===== src/rtl/debug_pkg.sv =====
// Shared definitions for the debug-unit host receive path.
package debug_pkg;

    localparam int WORD_W         = 32;
    localparam int BYTES_PER_WORD = 4;

    // Receive FSM states of the UART core.
    typedef enum logic [2:0] {
        RX_IDLE  = 3'd0,
        RX_START = 3'd1,
        RX_DATA  = 3'd2,
        RX_STOP  = 3'd3,
        RX_BREAK = 3'd4
    } rx_state_e;

endpackage


===== src/rtl/uart_rx_core.sv =====
// 8N1 UART receiver: input synchroniser, 16x oversampling tick, frame FSM.
// Emits the received byte with a one-cycle valid pulse, or a one-cycle
// frame-error pulse when the stop bit is sampled low.
module uart_rx_core
    import debug_pkg::*;
#(
    parameter int BYTE     = 8,
    parameter int CLK_FREQ = 50_000_000,
    parameter int BAUD     = 9600
) (
    input  logic            clk_i,
    input  logic            rst_ni,
    input  logic            rx_i,
    output logic [BYTE-1:0] byte_o,
    output logic            byte_valid_o,
    output logic            frame_err_o
);

    localparam int DIV_RAW = CLK_FREQ / (BAUD * 16);
    localparam int DIV     = (DIV_RAW < 1) ? 1 : DIV_RAW;
    localparam int DIV_W   = (DIV > 1) ? $clog2(DIV) : 1;
    localparam int BIT_W   = (BYTE > 1) ? $clog2(BYTE) : 1;

    logic             rx_meta_q, rx_sync_q;
    logic [DIV_W-1:0] div_q, div_d;
    logic             tick;

    rx_state_e        state_q, state_d;
    logic [3:0]       tcnt_q, tcnt_d;
    logic [BIT_W-1:0] bidx_q, bidx_d;
    logic [BYTE-1:0]  shift_q, shift_d;
    logic [BYTE-1:0]  byte_q, byte_d;
    logic             vld_q, vld_d;
    logic             ferr_q, ferr_d;

    // Two-flop synchroniser, preset to the idle line level.
    always_ff @(posedge clk_i or negedge rst_ni) begin
        if (!rst_ni) begin
            rx_meta_q <= 1'b1;
            rx_sync_q <= 1'b1;
        end else begin
            rx_meta_q <= rx_i;
            rx_sync_q <= rx_meta_q;
        end
    end

    // Free-running oversampling divider; tick on wrap.
    always_comb begin
        tick  = (div_q == DIV_W'(DIV - 1));
        div_d = tick ? '0 : div_q + DIV_W'(1);
    end

    // Frame FSM next state: IDLE reacts every clock, other states on ticks.
    always_comb begin
        state_d = state_q;
        tcnt_d  = tcnt_q;
        bidx_d  = bidx_q;
        shift_d = shift_q;
        byte_d  = byte_q;
        vld_d   = 1'b0;
        ferr_d  = 1'b0;
        case (state_q)
            RX_IDLE: begin
                if (!rx_sync_q) begin
                    state_d = RX_START;
                    tcnt_d  = '0;
                end
            end
            RX_START: begin
                if (tick) begin
                    if (tcnt_q == 4'd7) begin
                        tcnt_d = '0;
                        bidx_d = '0;
                        // A start bit that is gone by mid-bit was a glitch.
                        state_d = rx_sync_q ? RX_IDLE : RX_DATA;
                    end else begin
                        tcnt_d = tcnt_q + 4'd1;
                    end
                end
            end
            RX_DATA: begin
                if (tick) begin
                    if (tcnt_q == 4'd15) begin
                        tcnt_d  = '0;
                        shift_d = {rx_sync_q, shift_q[BYTE-1:1]};
                        if (bidx_q == BIT_W'(BYTE - 1)) begin
                            state_d = RX_STOP;
                        end else begin
                            bidx_d = bidx_q + BIT_W'(1);
                        end
                    end else begin
                        tcnt_d = tcnt_q + 4'd1;
                    end
                end
            end
            RX_STOP: begin
                if (tick) begin
                    if (tcnt_q == 4'd15) begin
                        tcnt_d = '0;
                        if (rx_sync_q) begin
                            byte_d  = shift_q;
                            vld_d   = 1'b1;
                            state_d = RX_IDLE;
                        end else begin
                            ferr_d  = 1'b1;
                            state_d = RX_BREAK;
                        end
                    end else begin
                        tcnt_d = tcnt_q + 4'd1;
                    end
                end
            end
            RX_BREAK: begin
                if (rx_sync_q) state_d = RX_IDLE;
            end
            default: state_d = RX_IDLE;
        endcase
    end

    // Divider and FSM registers.
    always_ff @(posedge clk_i or negedge rst_ni) begin
        if (!rst_ni) begin
            div_q   <= '0;
            state_q <= RX_IDLE;
            tcnt_q  <= '0;
            bidx_q  <= '0;
            shift_q <= '0;
            byte_q  <= '0;
            vld_q   <= 1'b0;
            ferr_q  <= 1'b0;
        end else begin
            div_q   <= div_d;
            state_q <= state_d;
            tcnt_q  <= tcnt_d;
            bidx_q  <= bidx_d;
            shift_q <= shift_d;
            byte_q  <= byte_d;
            vld_q   <= vld_d;
            ferr_q  <= ferr_d;
        end
    end

    assign byte_o       = byte_q;
    assign byte_valid_o = vld_q;
    assign frame_err_o  = ferr_q;

endmodule


===== src/rtl/debug_host_rx.sv =====
// Host-side receive end of the debug UART link: bytes are packed little-endian
// into 32-bit words and queued in a first-word-fall-through FIFO.
module debug_host_rx
    import debug_pkg::*;
#(
    parameter int BYTE     = 8,
    parameter int ADDR     = 5,
    parameter int CLK_FREQ = 50_000_000,
    parameter int BAUD     = 9600
) (
    input  logic              i_clock,
    input  logic              i_reset_n,
    input  logic              i_rx,
    input  logic              i_clear,
    input  logic              i_rd_en,
    output logic [WORD_W-1:0] o_rd_data,
    output logic              o_empty,
    output logic              o_full,
    output logic [ADDR:0]     o_count,
    output logic [BYTE-1:0]   o_byte,
    output logic              o_byte_valid,
    output logic              o_frame_err,
    output logic              o_overflow
);

    localparam int DEPTH = 2 ** ADDR;
    localparam int CNT_W = ADDR + 1;
    localparam int KW    = $clog2(BYTES_PER_WORD);

    logic [BYTE-1:0]   rx_byte;
    logic              rx_vld, rx_ferr;

    logic [WORD_W-1:0] mem_q [DEPTH];
    logic [ADDR-1:0]   wr_ptr_q, wr_ptr_d, rd_ptr_q, rd_ptr_d;
    logic [CNT_W-1:0]  count_q, count_d;
    logic [KW-1:0]     k_q, k_d;
    logic [WORD_W-1:0] word_q, word_d, asm_word;
    logic              ovf_q, ovf_d, ferr_q, ferr_d;
    logic              push, pop, empty, full, do_write;

    uart_rx_core #(
        .BYTE     (BYTE),
        .CLK_FREQ (CLK_FREQ),
        .BAUD     (BAUD)
    ) u_core (
        .clk_i        (i_clock),
        .rst_ni       (i_reset_n),
        .rx_i         (i_rx),
        .byte_o       (rx_byte),
        .byte_valid_o (rx_vld),
        .frame_err_o  (rx_ferr)
    );

    // Word assembly, FIFO bookkeeping and sticky flags; clear wins over all.
    always_comb begin
        empty    = (count_q == '0);
        full     = (count_q == CNT_W'(DEPTH));
        asm_word = word_q;
        asm_word[k_q*BYTE +: BYTE] = rx_byte;
        push     = rx_vld && (k_q == KW'(BYTES_PER_WORD - 1));
        pop      = i_rd_en && !empty;
        // A pop in the same cycle frees the slot a full FIFO needs.
        do_write = push && (!full || pop);

        wr_ptr_d = wr_ptr_q;
        rd_ptr_d = rd_ptr_q;
        count_d  = count_q;
        k_d      = k_q;
        word_d   = word_q;
        ovf_d    = ovf_q;
        ferr_d   = ferr_q;
        if (i_clear) begin
            wr_ptr_d = '0;
            rd_ptr_d = '0;
            count_d  = '0;
            k_d      = '0;
            word_d   = '0;
            ovf_d    = 1'b0;
            ferr_d   = 1'b0;
        end else begin
            if (rx_vld) begin
                word_d = asm_word;
                k_d    = k_q + KW'(1);
            end
            if (rx_ferr) ferr_d = 1'b1;
            if (push && !do_write) ovf_d = 1'b1;
            if (do_write) wr_ptr_d = wr_ptr_q + ADDR'(1);
            if (pop) rd_ptr_d = rd_ptr_q + ADDR'(1);
            count_d = count_q + CNT_W'(do_write) - CNT_W'(pop);
        end
    end

    // Control registers.
    always_ff @(posedge i_clock or negedge i_reset_n) begin
        if (!i_reset_n) begin
            wr_ptr_q <= '0;
            rd_ptr_q <= '0;
            count_q  <= '0;
            k_q      <= '0;
            word_q   <= '0;
            ovf_q    <= 1'b0;
            ferr_q   <= 1'b0;
        end else begin
            wr_ptr_q <= wr_ptr_d;
            rd_ptr_q <= rd_ptr_d;
            count_q  <= count_d;
            k_q      <= k_d;
            word_q   <= word_d;
            ovf_q    <= ovf_d;
            ferr_q   <= ferr_d;
        end
    end

    // FIFO storage; contents need no reset since reads are gated by empty.
    always_ff @(posedge i_clock) begin
        if (!i_clear && do_write) mem_q[wr_ptr_q] <= asm_word;
    end

    assign o_rd_data    = empty ? '0 : mem_q[rd_ptr_q];
    assign o_empty      = empty;
    assign o_full       = full;
    assign o_count      = count_q;
    assign o_byte       = rx_byte;
    assign o_byte_valid = rx_vld;
    assign o_frame_err  = ferr_q;
    assign o_overflow   = ovf_q;

endmodule

===== config.mk =====
export PLATFORM = sky130hd
export DESIGN_NAME = debug_host_rx
export DESIGN_NICKNAME = d
export VERILOG_FILES = /design/src/rtl/debug_pkg.sv /design/src/rtl/uart_rx_core.sv /design/src/rtl/debug_host_rx.sv
export SDC_FILE = /design/constraint.sdc
export NUM_CORES = 1
export LEC_CHECK = 0
export CAP_MARGIN = 15
export CORE_MARGIN = 1
export CORE_UTILIZATION = 62
export DETAILED_ROUTE_END_ITERATION = 7
export PLACE_DENSITY = 0.79
export SLEW_MARGIN = 25
export SYNTH_ARGS = -nofsm -noshare
export SYNTH_HDL_FRONTEND = slang
export SYNTH_HIERARCHICAL = 1
export SYNTH_SLANG_ARGS = --single-unit

===== constraint.sdc =====
create_clock -name i_clock -period 4.6 [get_ports i_clock]
set_input_delay 1.15 -clock i_clock [delete_from_list [all_inputs] [get_ports i_clock]]
set_output_delay 1.15 -clock i_clock [all_outputs]
set_load 0.01 [all_outputs]

==> impl_metrics.toml <==
[synthesis]
async_flop_share_pct = 8.16
netlist_area_sq_um = 43800
syn_nets = 2280
syn_avg_cell_area_sq_um = 19.5
netlist_instances = 2251
synth_edf_count = 1024
ys.flop_type = "edfxtp_1"
seq_area_frac_synth_pct = 75.3
synth_most_common_cell = "edfxtp_1"
ys_types = 63
yosysWarnings = 6
synth_area_leaders = "edfxtp_1 70%, mux4_2 9.9%, dfrtp_1 5.1%"
netlist.area_leader.share_pct = 70.1
synth_top_area_cell = "edfxtp_1"
synth_common_cells = "1024 x edfxtp_1, 193 x mux4_2, 113 x nand2_1"
ys_ff_latch = 1115

[sta]
rsz0062_at_grt = "yes"
clock_skew_ps = 22.3
max_freq_mhz = 219
fin_crit_sh_pct = 99.4
min_period_ps = 4570
setup-violations-final = 0
worst_pin_slew_ps = 1060
slew_headroom_pct = 29.1
finalHoldViolations = 0
slew_viol_final = 0

[placement]
numPortBuffers = 55
place_congestion = 0.858
post_dp_cell_area_sq_um = 46500
dp_hpwl_um = 62600

[clocking]
cts_sinks = 1115
cts_buffers = 106
cts.clk_slew.worst_paths_ps = 60
cts_tree = "built"
clkLatencyLatePin_ps = 680
max-clock-path-buffers = 3
ctsRootBufferMaster = "clkbuf_16"
cts_htree_levels = 3

[drt]
dr.pass1.iters = 6
drtIter0Drc = 3457
antenna_left = 0
dr_total_vias = 24100
drt_wl_total_um = 115000
drcViolationCount = 0
via_per_inst = 6.99
wl_per_cell_um = 33.3

[die]
rows = 97
die_w_um = 268
die_h_um = 268
core_area_sq_um = 70000
dieArea_sq_um = 71800
num_io_pins = 56
start_util_pct = 62.6

[run]
maxCapViolations = 0

[worst_setup_path]
crit_path_end_kind = "primary output"
cp_max_fo = 28
worstSetupPathType = "flip-flop to primary output"
critPathRequiredTime_ps = 3450
timing.rr.start = "k_q[0]$_DFFE_PN0P_"
crit_start = "rd_ptr_q[0]$_DFFE_PN0P_"
crit_path_start_kind = "flip-flop"
worstPathArrival_ps = 3420

[global_route]
grt_use_total_pct = 32.6
grt_max_degree = 75
grt_pass1_vias = 24800
grt_overflow = 0
grt_antenna_before_repair = 2
grt_first_pass_wirelength_um = 165000

[pwr]
leakage_nw = 17.0
finalPower_w = 0.0242
p_per_area_nw_per_um2 = 477
ir_drop_v = 0.000433

[finish]
drive_gt1_share_pct = 27.4
antenna_cells = 0
fin_util_pct = 72.3
nFillCells = 3836
register_area_sq_um = 33000
multi_input_area_sq_um = 10500
syn_to_final_growth_pct = 15.5
nNetsFinal = 2454
finish.instance_area_sq_um = 50600

[min_path]
holdCritPathClass = "flip-flop to flip-flop"
hp-start = "u_core/rx_meta_q$_DFF_PN1_"

[outcome]
status = "finished, final reports clean"
[layout make-up]
type,instances,area share (%)
flip-flops and latches,1115,65.3
multi-input cells,980,20.8
clock buffers,126,5.51
repair buffers,200,4.40
well taps,940,2.32
clock inverters,66,1.54
inverters,22,0.163
[report_power, final]
group | switching [W] | total (W) | internal [W]
Sequential | 0.0000450 | 0.0110 | 0.0109
Combinational | 0.00201 | 0.00415 | 0.00214
Clock | 0.00379 | 0.00902 | 0.00523
[cells by family (layout without fill, tap and decap cells)]
kind of cell             count (synthesis)  count (layout)  synth area share [%]
XOR/XNOR                                18              18                 0.360
flip-flops                            1115            1115                  75.3
AND/OR/NAND/NOR                        372             372                  4.14
multiplexers                           337             337                  13.5
adder cells (fa/ha/maj)                 24              24                 0.702
buffers and inverters                  156             414                  1.74
AO/OA/AOI/OAI                          229             229                  4.23
[worst max-delay path, cell delays in order (launching register included)]
cell	delay, ps
dfrtp_4	430
buf_12	150
buf_12	130
buf_4	150
buf_16	230
mux2_2	360
a221oi_1	350
and3_1	300
nor3_1	90
clkdlybuf4s50_1	540
[sequential cells by signal, summed over array words and instances, names as in the netlist]
name	flops
u_core/byte_valid_o	1
u_core/state_q	3
word_q	32
u_core/tcnt_q	4
u_core/bidx_q	3
k_q	2
u_core/rx_sync_q	1
u_core/shift_q	8
mem_q	1024
o_count	6
o_overflow	1
o_frame_err	1
u_core/rx_meta_q	1
rd_ptr_q	5
u_core/frame_err_o	1
u_core/div_q	9
wr_ptr_q	5
u_core/byte_o	8
[path summary, 6_finish.rpt]
kind	end	cells after the start	slack [ps]
min	u_core/rx_sync_q$_DFF_PN1_	0	350
max in group asynchronous	word_q[15]$_DFFE_PN0P_	2	3310
min in group asynchronous	u_core/div_q[7]$_DFF_PN0_	1	520
min reg2reg	u_core/rx_sync_q$_DFF_PN1_	0	350
max reg2reg	mem_q[23][17]$_DFFE_PP_	5	1190
max	o_rd_data[4]	9	30
[layout by cell type (no fill, tap or decap), types with 11 or more instances in the layout]
cell                n
nand3_1            15
nor2_4             32
clkinv_1           11
buf_4             100
mux2_2             70
nor3_1             20
clkinv_2           26
ha_1               23
a221oi_1           31
clkbuf_16         110
and3_1             30
a22o_1             32
mux4_2            193
a311oi_1           33
nor3_2             12
clkdlybuf4s50_1    50
nor2_1             61
buf_12             25
bufinv_16          16
nand2_2            19
inv_1              22
nand2b_1           35
o221ai_1           31
nand2_1            94
mux2i_1            66
a21oi_1            11
clkbuf_1           15
a22oi_1            34
a211oi_1           24
dfrtp_1            83
edfxtp_1         1024
[metrics by stage]
step                      TNS, ps  setup slack, ps  cells  hold WS (ps)
after floorplan                 0             65.8   2251           345
after global placement          0              359   3234           347
after detailed placement        0              352   3234           347
after CTS                   -25.1            -18.0   3444           356
after global routing         -159            -88.6   3449           360
final                           0             29.4   3449           355
[metal layers]
layer	track usage, %	part of all wire [%]
met5	0	0.026
met4	14.5	4.4
met3	7.27	12
met2	51.5	49
met1	44.3	35
[repair_timing]
action,in CTS,in global routing
hold buffers,0,0
gates cloned,3,3
pin swaps,0,4
setup buffers,15,2
setup endpoints to repair,32,20
resized for setup,22,37
Note: power is estimated with default switching activity, not from simulation.
